<file path="config.mk">
export PLATFORM = sky130hd
export DESIGN_NAME = cm_counter_mod
export DESIGN_NICKNAME = d
export VERILOG_FILES = /design/src/rtl/cm_counter_mod.sv
export SDC_FILE = /design/constraint.sdc
export NUM_CORES = 1
export LEC_CHECK = 0
export ABC_AREA = 0
export CAP_MARGIN = 25
export CORE_AREA = 2 2 39 41
export DETAILED_ROUTE_END_ITERATION = 7
export DIE_AREA = 0 0 41 43
export MAX_ROUTING_LAYER = met4
export PLACE_DENSITY = 0.72
export SYNTH_ARGS = -nofsm -noshare
export SYNTH_HDL_FRONTEND = slang
export SYNTH_SLANG_ARGS = --single-unit
</file>
<file path="constraint.sdc">
create_clock -name clk -period 2.11 [get_ports clk]
set_clock_uncertainty 0.05 [all_clocks]
set_input_delay 0.3165 -clock clk [delete_from_list [all_inputs] [get_ports clk]]
set_output_delay 0.3165 -clock clk [all_outputs]
set_load 0.03 [all_outputs]
</file>
<file path="src/rtl/cm_counter_mod.sv">
// Presettable modulo-MODULUS up/down counter slice with cascadable ripple carry.
// q and wrap update one edge after the inputs; rco is combinational; no backpressure.
module cm_counter_mod #(
    parameter int WIDTH   = 4,
    parameter int MODULUS = 10
) (
    input  logic             clk,
    input  logic             rst,
    input  logic             clr,
    input  logic             load,
    input  logic [WIDTH-1:0] d,
    input  logic             enp,
    input  logic             ent,
    input  logic             up,
    output logic [WIDTH-1:0] q,
    output logic             rco,
    output logic             wrap
);

    localparam logic [WIDTH-1:0] LP_MAX = WIDTH'(MODULUS - 1);

    logic [WIDTH-1:0] r_q;
    logic             r_wrap;
    logic [WIDTH-1:0] w_q_nxt;
    logic             w_wrap_nxt;
    logic             w_step;
    logic             w_at_max;
    logic             w_at_zero;
    logic             w_below_max;

    assign w_step      = enp & ent;
    assign w_at_max    = (r_q == LP_MAX);
    assign w_at_zero   = (r_q == '0);
    assign w_below_max = (r_q < LP_MAX);

    // Out-of-range counts (above LP_MAX) fall through to the self-correcting branches, which never flag a wrap.
    always_comb begin
        w_q_nxt    = r_q;
        w_wrap_nxt = 1'b0;
        if (clr) begin
            w_q_nxt = '0;
        end else if (load) begin
            w_q_nxt = d;
        end else if (w_step) begin
            if (up) begin
                if (w_below_max) begin
                    w_q_nxt = r_q + WIDTH'(1);
                end else begin
                    w_q_nxt    = '0;
                    w_wrap_nxt = w_at_max;
                end
            end else begin
                if (w_at_zero) begin
                    w_q_nxt    = LP_MAX;
                    w_wrap_nxt = 1'b1;
                end else if (w_below_max || w_at_max) begin
                    w_q_nxt = r_q - WIDTH'(1);
                end else begin
                    w_q_nxt = LP_MAX;
                end
            end
        end
    end

    always_ff @(posedge clk or posedge rst) begin
        if (rst) begin
            r_q    <= '0;
            r_wrap <= 1'b0;
        end else begin
            r_q    <= w_q_nxt;
            r_wrap <= w_wrap_nxt;
        end
    end

    assign q    = r_q;
    assign wrap = r_wrap;
    assign rco  = ent & (up ? w_at_max : w_at_zero);

endmodule
</file>
# Word-level counts from Yosys, hierarchy flattened
# Index checks and enable logic that the tools add are counted.
# op_classes
n_addsub	2
n_reduce_logical	3
bitwise_logic	2
n_eq_ne	1
div	0
n_mux	14
mul	0
n_lt_le_gt_ge	1
n_shift	0
# op_table
cell	n
$mux W4	7
$mux W1	7
$add A4 B1 Y4 const B	1
$eq A4 B4 Y1 const B	1
$logic_not A4 Y1	1
$lt A4 B4 Y1 const B	1
$sub A4 B1 Y4 const B	1
$reduce_bool A3 Y1	1
$and A1 B1 Y1	2
$logic_or A1 B1 Y1	1
# word_totals
in_bits	11
mem_bits_ro	0
mem_bits_rw	0
output_inout_bits	6
elab_cells	25
latchBits	0
n_memories	0
regBits	5

# Longest topological paths before layout
# Gate-level depths: netlist (run 1).
# depth
depth_word	8
ltp_mapped	6
mapped_depth_nobuf	6

# Least setup slack after synthesis (run 1)
# Ideal clock, no wire load.
# synth_timing
path_kind	reg2reg
start	reg r_q[0], in the netlist q[0]
end	reg r_wrap, in the netlist wrap
setup_ns	0.070
stages_incl_launch_ff	7
t_arrival_ns	2.112
path_slack_ns	-0.122
t_required_ns	1.990
path_cell_list	dfrtp_1 inv_1 ha_1 nor3b_2 a31oi_1 nor3b_1 and3_1
# synth_via
elab_chain_len	6
# synth_rtl
element	line_no	source
start, declared	22	logic [WIDTH-1:0] r_q;
start signal, assigned	70	r_q <= w_q_nxt;
$lt A4 B4 Y1 (tied with other cells)	34	assign w_below_max = (r_q < LP_MAX);
$mux W1, on equally long branches	46, 53	
$mux W1 *	45	if (up) begin
$mux W1 *	44	end else if (w_step) begin
$mux W1 *	42	end else if (load) begin
$mux W1 *	40	if (clr) begin
net w_wrap_nxt	25	logic w_wrap_nxt;
end signal, assigned	71	r_wrap <= w_wrap_nxt;
end, declared	23	logic r_wrap;
# The timed path passes the listed nets; every way through them passes the cells marked *.
# A chain may end at the register's enable or synchronous reset.

# Worst setup path after layout (run 1)
# layout_timing
start	reg r_q[1], in the netlist q[1]
end	out rco
# layout_via
elab_chain_len	3
# layout_rtl
element	line_no	source
$eq A4 B4 Y1 or $logic_not A4 Y1 (tied branches)	32, 33	
$mux W1 *	77	assign rco = ent & (up ? w_at_max : w_at_zero);
$and A1 B1 Y1 *	77	
end, declared	16	output logic rco,
# Every way passes the cells marked *; elsewhere a longest branch is shown, timed or not.

==> flow_metrics.tcl, run 1 <==
set metrics [dict create \
    grt_usage_pct 18.2 \
    ys_async_sr_fraction_pct 100 \
    grt_pass1_wl_um 2140 \
    antenna_found_initial 0 \
    first_pass_iters 4 \
    initial_utilization_pct 37.3 \
    crit_arrival_ns 1.67 \
    worstPathMaxFanout 6 \
    die_w_um 41 \
    syn_area_um2 517 \
    drt-wirelength-per-cell_um 13.4 \
    clock-sinks 5 \
    drive_gt1_share_pct 19.0 \
    wirelength_um 1340 \
    path_depth 6 \
    dieArea_um2 1760 \
    hold_class "in2async" \
    gr-usage-met3_pct 6.28 \
    syn_nets 78 \
    num_rows 14 \
    worst_setup_path_start_kind "flop" \
    vias 558 \
    antennaDiodeCount 0 \
    power_density_nw_per_um2 508 \
    r2r-start "q[1]" \
    io_pins 17 \
    cp-end-kind "primary output" \
    gp_congestion 0.798 \
    core_um2 1380 \
    fin_crit_sh_pct 96.4 \
    synth_xor_area_share_pct 0 \
    portBuffers 16 \
    rsz0062_at_grt "false" \
    required_ns 1.74 \
    synthAdderAreaFrac_pct 9.69 \
    synthCells 63 \
    cpLargestDelayFamily "flip-flops" \
    reg2reg_to "q[3]" \
    use_met2_pct 25.9 \
    tightest_slew_ns 0.470 \
    cellLeakagePower_nw 0.319 \
    ctsHoldBuffers 0 \
    synth_cell_types 31 \
    hold_violations 0 \
    setup_tns_ns 0 \
    r2r_setup_slack_ns 0.27 \
    nNetsFinal 100 \
    ant_nets 0 \
    crit_end "rco" \
    synth_seq_cells 5 \
    htreeDepth 1 \
    drv_slew 0 \
    numCtsBuffers 3 \
    first_iter_violations 18 \
    max_cap_violations 0 \
    setup_viol 0 \
    overflow 0 \
    yosys.area_share.simple_pct 23.7 \
    use_met1_pct 24.5 \
    relSlewSlack_pct 68.5 \
    synth-edff-count 0 \
    grt-busiest-layer "met2" \
    muxShareOfSynthArea_pct 1.94 \
    cts_root_buffer "clkbuf_4" \
    critical_path.max_stage_delay_ns 0.44 \
    viasPerCell 5.58 \
    synth-compound-area-share_pct 29.5 \
    cts_tree "done" \
    critPathKind "reg2out" \
    syn_to_final_growth_pct 42.4 \
    syn_avg_cell_area_um2 8.20 \
    cp_num_buf_inv 2 \
    synth_area_leaders "dfrtp_1 24%, ha_1 9.7%, buf_6 6.5%" \
    route.detailed.drc 0 \
    slowest_stage "dfrtp_2" \
    critical_path.startpoint "q[1]" \
    yosysMostFrequentCell "nand2_1" \
    seq_area_frac_synth_pct 24.2 \
    fmax_ghz 0.492 \
    synth_top_area_share_pct 24.2 \
    place_inst 94 \
    synthFlopType "dfrtp_1" \
    path_cells "inv_2 -> ha_2 -> nor3b_4 -> a31oi_1 -> nor3b_2 -> buf_4" \
    grt_max_degree 13 \
    cts.clk_slew.worst_paths_ns 0.05 \
    clock_latency_ns 0.25 \
    peakVddDrop_mv 0.290 \
    final_cells 100 \
    fin_crit_ns 2.03 \
    synth_top_area_cell "dfrtp_1" \
    yosys_warnings 0 \
    first_global_vias 481 \
    rr_worst_depth 7 \
    clk_path_buf_depth 2 \
    synth_top_family_by_area "compound AO/OA/AOI/OAI gates" \
    fp.dieH_um 43 \
    status "completed" \
    dp_hpwl_um 1010 \
    synth_commonest_cells "7 x nand2_1, 5 x a21oi_1, 5 x a31oi_1, 5 x dfrtp_1, 5 x inv_1" \
]
==> report_power, final <==
part / switching, W / internal (W)
Sequential: 0.0000134 / 0.000102
Combinational: 0.0000724 / 0.0000739
Clock: 0.0000405 / 0.0000716
Total: 0.000126 / 0.000248
==> placed cells by master (no fill, tap or decap), drive strengths merged, types with 3 or more instances in the layout <==
cell and count:
a21oi 5, a31oi 5, buf 6, clkbuf 4, clkdlybuf4s50 15, dfrtp 5, ha 4, inv 5
nand2 7, nor3b 3
==> layer usage <==
layer	routed length, µm	share of wire [%]	up-vias
met5	0	0	-
met4	0	0	0
met3	119	8.9	0
met2	615	46	25
met1	601	45	258
li1	-	-	275
==> per-stage QoR <==
| step | total power, W | util [%] | area, µm² | hold slack, ns | worst slack [ns] |
|---|---|---|---|---|---|
| 2_1_floorplan | 0.000204 | - | 522 | 0.0450 | 0.190 |
| 3_3_place_gp | 0.000252 | 49.5 | 684 | 0.483 | 0.243 |
| 3_5_place_dp | 0.000253 | 49.5 | 684 | 0.486 | 0.155 |
| 4_1_cts | 0.000370 | 51.4 | 711 | 0.219 | 0.0351 |
| 5_1_grt | 0.000402 | 53.2 | 736 | 0.263 | 0.00246 |
| 6_report | 0.000374 | 53.2 | 736 | 0.217 | 0.0767 |
==> kinds of logic (layout without fill, tap and decap cells) <==
kind of cell	after synthesis	after routing
fa+ha+maj	4	4
simple gates	22	22
buf+inv	9	30
compound gates	22	22
flops	5	5
mux	1	1
==> worst min-delay path by stage <==
stage	start	end	cells past startpoint
floorplan	rst	q[0]	1
global placement	rst	q[2]	2
detailed placement	rst	wrap	2
CTS	rst	wrap	2
global route	rst	wrap	2
finish	rst	wrap	2
==> registers in the layout (all words and copies together), names as in the netlist <==
signal,cells
wrap,1
q,4
==> layout make-up <==
cell class / count / area [µm²]
fillers: 140 / 648
multi-input cells: 49 / 349
repair buffers: 21 / 195
flip-flops and latches: 5 / 126
clock buffers: 4 / 26.3
well taps: 16 / 20.0
inverters: 5 / 18.8
==> what timing repair did <==
item | 4_1_cts | 5_1_grt
buffers inserted | 0 | 2
gates resized for setup | 1 | 4
pin swaps | 0 | 1
endpoints found under the setup margin | 1 | 1
Note: power is estimated with default switching activity, not from simulation.
==> run 2: changes to the inputs <==
Settings changed: SLEW_MARGIN set to 20.
==> results of run 2 <==
The final DEF is identical to that of run 1; final timing and power are the same.
==> edit 1, RTL diff (settings of run 2) <==
Change the parameter `WIDTH` from 4 to 5.
--- a/src/rtl/cm_counter_mod.sv
+++ b/src/rtl/cm_counter_mod.sv
@@ -1,7 +1,7 @@
 // Presettable modulo-MODULUS up/down counter slice with cascadable ripple carry.
 // q and wrap update one edge after the inputs; rco is combinational; no backpressure.
 module cm_counter_mod #(
-    parameter int WIDTH   = 4,
+    parameter int WIDTH   = 5,
     parameter int MODULUS = 10
 ) (
     input  logic             clk,
Ports: changed (resized d and q); port bits go from 17 to 19. No check against the original RTL was run, so the function may have changed too.
==> edit 1 against run 2 <==
- setup slack improved by 0.032 ns
- wire length rose by 4.7%
- final cell count rose by 7.0%
- highest routed layer is now met4
- fmax rose by 1.6%
- power rose by 6.8%
- critical path type unchanged
- via count rose by 6.1%
- cell area rose by 13%
- synthesized cell count rose by 4.8%
- synthesized area rose by 6.3%
- sequential cell count rose by 1
- count of clock-buffer cells in the layout fell by 1
==> edit 1: results (changes against run 2) <==
[global_routing]
antenna_found_initial = 0  ; unchanged
grt_usage = 0.189  ; +0.00659
first_global_vias = 497  ; +3.3%
met2_usage = 0.303  ; +0.0437
busiest_layer = met2
grt_pass1_wl_mm = 2.19  ; +2.6%
grt_max_degree = 13  ; unchanged
met1_usage = 0.220  ; -0.0247

[route]
wl_met1_um = 615  ; +2.3%
via_per_inst = 5.53  ; -0.85%
route.met3.wl_um = 68  ; -43%
dr_wl_met2_um = 706  ; +15%
drt_iter0_drc = 16  ; -2
routedWlPerCell_um = 13.1  ; -2.1%
highest_layer = met4
dr.pass1.iters = 4  ; unchanged
route.vias.total = 592  ; +6.1%

[worst_setup_path]
critPathSlowestCell = dfrtp_1
r2r-start = q[2]
cp-startpoint = q[0]
crit_family = simple AND/OR/NAND/NOR gates
r2r_end = q[3]
reg2reg_slack_ns = 0.37  ; +0.10 ns
crit_arrival_ns = 1.63  ; -0.04 ns
worst-r2r-cell-count = 4  ; -3
slowest_delay_ns = 0.38  ; -0.06 ns
path_max_fanout = 3  ; -3

[synth]
netlist_top_cells_area = dfrtp_1 (27%), a21oi_1 (8.2%), ha_1 (6.8%)
yosys-top-cells-count = a21oi_1 (9), dfrtp_1 (6), inv_1 (6), or3_1 (5)
ys_seq_area_frac = 0.273  ; +0.0312
synth_nets = 81  ; +3.8%
synth.avg_cell_area_sq_um = 8.32  ; +1.5%
ys_types = 33  ; +6.5%

[pwr]
p_leak_nw = 0.339  ; +6.1%
vdd_drop_max_mv = 0.433  ; +49%

[cells_and_area]
largest_reg_flops = 5  ; +1
final_util = 0.599  ; +0.0678
drive_gt1_frac = 0.209  ; +0.0183
fillers = 121  ; -14%
fin_nets = 108  ; +8.0%

[placement]
io_buffers = 18  ; +2
place_area_sq_um = 768  ; +12%
hpwl_mm = 1.04  ; +2.9%
dp_slack_ns = 0.159  ; +0.00436 ns
placed_cells = 103  ; +9.6%
gp_congestion = 0.886  ; +11%

[status]
status = completed

[clock_network]
cts-htree-levels = 1  ; unchanged
cts.clk_slew.worst_paths_ns = 0.04
cts_resized = 3  ; +2
ctsLongestPathBuffers = 2  ; unchanged
clk_latency_ns = 0.24
cts-root-buf = clkbuf_4

[timing]
whs_ns = 0.224  ; +0.00723 ns
setup_ws_ns = 0.109  ; +0.0319 ns
worstMarginPinSlew_ns = 0.450  ; -0.0200 ns

[hold_path]
holdCritPathClass = primary input to async pin

-- edit 1: changes by cell type after synthesis, sizes merged, moves of 2 or more --
cell   delta
a21oi     +4
a22o      -2
a31oi     -4
nand2     -5
nand3     -2
nor4      +2
or3       +5
-- edit 1: logic make-up (layout without fill, tap and decap cells) --
group,Yosys count,in the layout,share of synthesized area
xor gates and xnor gates,2,2,0.0319
and+or+nand+nor,25,25,0.282
AOI/OAI and AO/OA,21,21,0.255
buffers and inverters,9,34,0.0888
adders and majority gates,3,3,0.0683
DFF,6,6,0.273
-- edit 1: cell type report --
cell class,instances,area share
Multi-Input combinational cell,51,0.459
Timing Repair Buffer,25,0.282
Sequential cell,6,0.181
Inverter,6,0.0271
Tap cell,16,0.0241
Clock buffer,3,0.0271
-- edit 1: report_power, final --
group          internal, W  switching [W]  total (W)
sequential        0.000122      0.0000123   0.000135
combinational    0.0000833      0.0000800   0.000163
clock            0.0000641      0.0000375   0.000102
total             0.000270       0.000130   0.000400
==> edit 2, RTL diff (settings of run 2) <==
Without the edit above. Add an input register stage for `clr`, `load`, `d`, `enp`, `ent` and `up`, without a reset; this delays them by one clock.
--- a/src/rtl/cm_counter_mod.sv
+++ b/src/rtl/cm_counter_mod.sv
@@ -19,6 +19,22 @@
 
     localparam logic [WIDTH-1:0] LP_MAX = WIDTH'(MODULUS - 1);
 
+    logic clr_q;
+    logic load_q;
+    logic [WIDTH-1:0] d_q;
+    logic enp_q;
+    logic ent_q;
+    logic up_q;
+
+    always_ff @(posedge clk) begin
+        clr_q  <= clr;
+        load_q <= load;
+        d_q    <= d;
+        enp_q  <= enp;
+        ent_q  <= ent;
+        up_q   <= up;
+    end
+
     logic [WIDTH-1:0] r_q;
     logic             r_wrap;
     logic [WIDTH-1:0] w_q_nxt;
@@ -28,7 +44,7 @@
     logic             w_at_zero;
     logic             w_below_max;
 
-    assign w_step      = enp & ent;
+    assign w_step      = enp_q & ent_q;
     assign w_at_max    = (r_q == LP_MAX);
     assign w_at_zero   = (r_q == '0);
     assign w_below_max = (r_q < LP_MAX);
@@ -37,12 +53,12 @@
     always_comb begin
         w_q_nxt    = r_q;
         w_wrap_nxt = 1'b0;
-        if (clr) begin
+        if (clr_q) begin
             w_q_nxt = '0;
-        end else if (load) begin
-            w_q_nxt = d;
+        end else if (load_q) begin
+            w_q_nxt = d_q;
         end else if (w_step) begin
-            if (up) begin
+            if (up_q) begin
                 if (w_below_max) begin
                     w_q_nxt = r_q + WIDTH'(1);
                 end else begin
@@ -74,6 +90,6 @@
 
     assign q    = r_q;
     assign wrap = r_wrap;
-    assign rco  = ent & (up ? w_at_max : w_at_zero);
+    assign rco  = ent_q & (up_q ? w_at_max : w_at_zero);
 
 endmodule
Formal check against the unedited RTL: not equivalent (a bounded check fails within 4 cycles, from zero or initial values and one cycle with rst high).
==> edit 2 against run 2 <==
- register-to-register slack gained 0.03 ns
- power up 55%
- cell area increased by 20%
- final cell count up 3.0%
- setup slack better by 0.029 ns
- global-route usage rose by 1.8 points
- sequential cell count grew 9
- wire length is 3.6% higher
- synthesized area increased by 27%
- combinational power decreased by 12%
==> edit 2: results (changes against run 2) <==
[route]
route.vias.total = 582  ; +4.3%
drt_iter0_drc = 17  ; -1
dr.pass1.iters = 4  ; unchanged
drt-total-wl_mm = 1.38  ; +3.6%

[clock_network]
cts.clk_slew.worst_paths_ns = 0.08  ; +0.03 ns
clk_latency_ns = 0.27  ; +0.02 ns
ctsLongestPathBuffers = 2  ; unchanged
cts-htree-levels = 1  ; unchanged
cts_inserted_buffers = 3  ; unchanged
cts-root-buf = clkbuf_4

[status]
status = completed

[synth]
synth_warnings = 0  ; unchanged
async_flop_share = 0.357  ; -0.643
netlist_top_cells_area = dfxtp_1 (28%), dfrtp_1 (19%), ha_1 (7.6%)
ys_seq_area_frac = 0.467  ; +0.224
synth_nets = 83  ; +6.4%
yosys-top-cells-count = dfxtp_1 (9), a21oi_1 (6), dfrtp_1 (5), inv_1 (5)
ys_types = 28  ; -9.7%

[hold_path]
holdCritPathClass = primary input to async pin

[placement]
dp_slack_ns = 0.234  ; +0.0790 ns
gp_congestion = 0.878  ; +10%
io_buffers = 16  ; unchanged

[pwr]
p_leak_nw = 0.372  ; +17%
vdd_drop_max_mv = 0.505  ; +74%

[cells_and_area]
n_antenna_cell = 0  ; unchanged
fillers = 123  ; -12%
fin_nets = 103  ; +3.0%
drive_gt1_frac = 0.149  ; -0.0411

[global_routing]
grt_max_degree = 12  ; -1
antenna_found_initial = 0  ; unchanged
grt_pass1_wl_mm = 2.25  ; +5.1%
grt_usage = 0.200  ; +0.0182
first_global_vias = 524  ; +8.9%

[worst_setup_path]
crit_arrival_ns = 1.64  ; -0.03 ns
path_max_fanout = 5  ; -1

[timing]
setup_violations = 0  ; unchanged
max-slew-margin-rel = 0.728  ; +0.0433

[edit 2: layout make-up]
| type | count | share of cell area |
|---|---|---|
| well taps | 16 | 0.0228 |
| multi-input cells | 46 | 0.377 |
| flip-flops and latches | 14 | 0.349 |
| inverters | 5 | 0.0213 |
| clock buffers | 4 | 0.0299 |
| repair buffers | 18 | 0.201 |
[edit 2: through the flow]
step           instance area [sq um]  cells
2_1_floorplan                    654     68
3_3_place_gp                     820     97
3_5_place_dp                     820     97
4_1_cts                          846    101
5_1_grt                          880    103
6_report                         880    103
[edit 2: repair_timing]
item,CTS,global route
gates resized for setup,1,7
endpoints found under the setup margin,1,1
buffers inserted,0,2
[edit 2: logic make-up (layout without fill, tap and decap cells)]
kind of cell               Yosys count  count (layout)  share of synthesized area
xor gates and xnor gates             1               1                     0.0134
DFF                                 14              14                      0.467
adders and majority gates            4               4                     0.0765
muxes                                2               2                     0.0382
AOI/OAI and AO/OA                   15              15                      0.145
and+or+nand+nor                     24              24                      0.212
buffers and inverters                8              27                     0.0478
[edit 2: worst max-delay path: stages, from the launching register on]
cell,delay (ns)
dfrtp_1,0.43
inv_2,0.10
ha_2,0.19
nor2b_4,0.14
nand2_1,0.07
a21oi_2,0.15
and2_1,0.15
buf_6,0.13
[edit 2: final timing paths]
path                              from    to  slack, ns  depth (start not counted)
worst max-delay path              q[1]   rco       0.11                          7
max in group asynchronous          rst  q[0]       1.62                          2
worst min register to register  d_q[2]  q[2]       0.40                          2
worst max register to register    q[1]  q[1]       0.30                          7
worst min-delay path               rst  q[3]       0.20                          2
min in group clk                d_q[2]  q[2]       0.40                          2
[edit 2: layer usage]
layer  share of wire  wire [um]  track usage
met1            0.42        582        0.279
met5               0          0            -
met3           0.061         84       0.0471
met2            0.52        717        0.259
met4               0          0        0.113
[edit 2: report_power, final]
part | internal (W) | total (W) | switching, W | leakage [nW]
Clock | 0.0000731 | 0.000148 | 0.0000748 | 0.0150
Combinational | 0.0000684 | 0.000129 | 0.0000607 | 0.216
Sequential | 0.000281 | 0.000301 | 0.0000203 | 0.141
Total | 0.000422 | 0.000578 | 0.000156 | 0.372
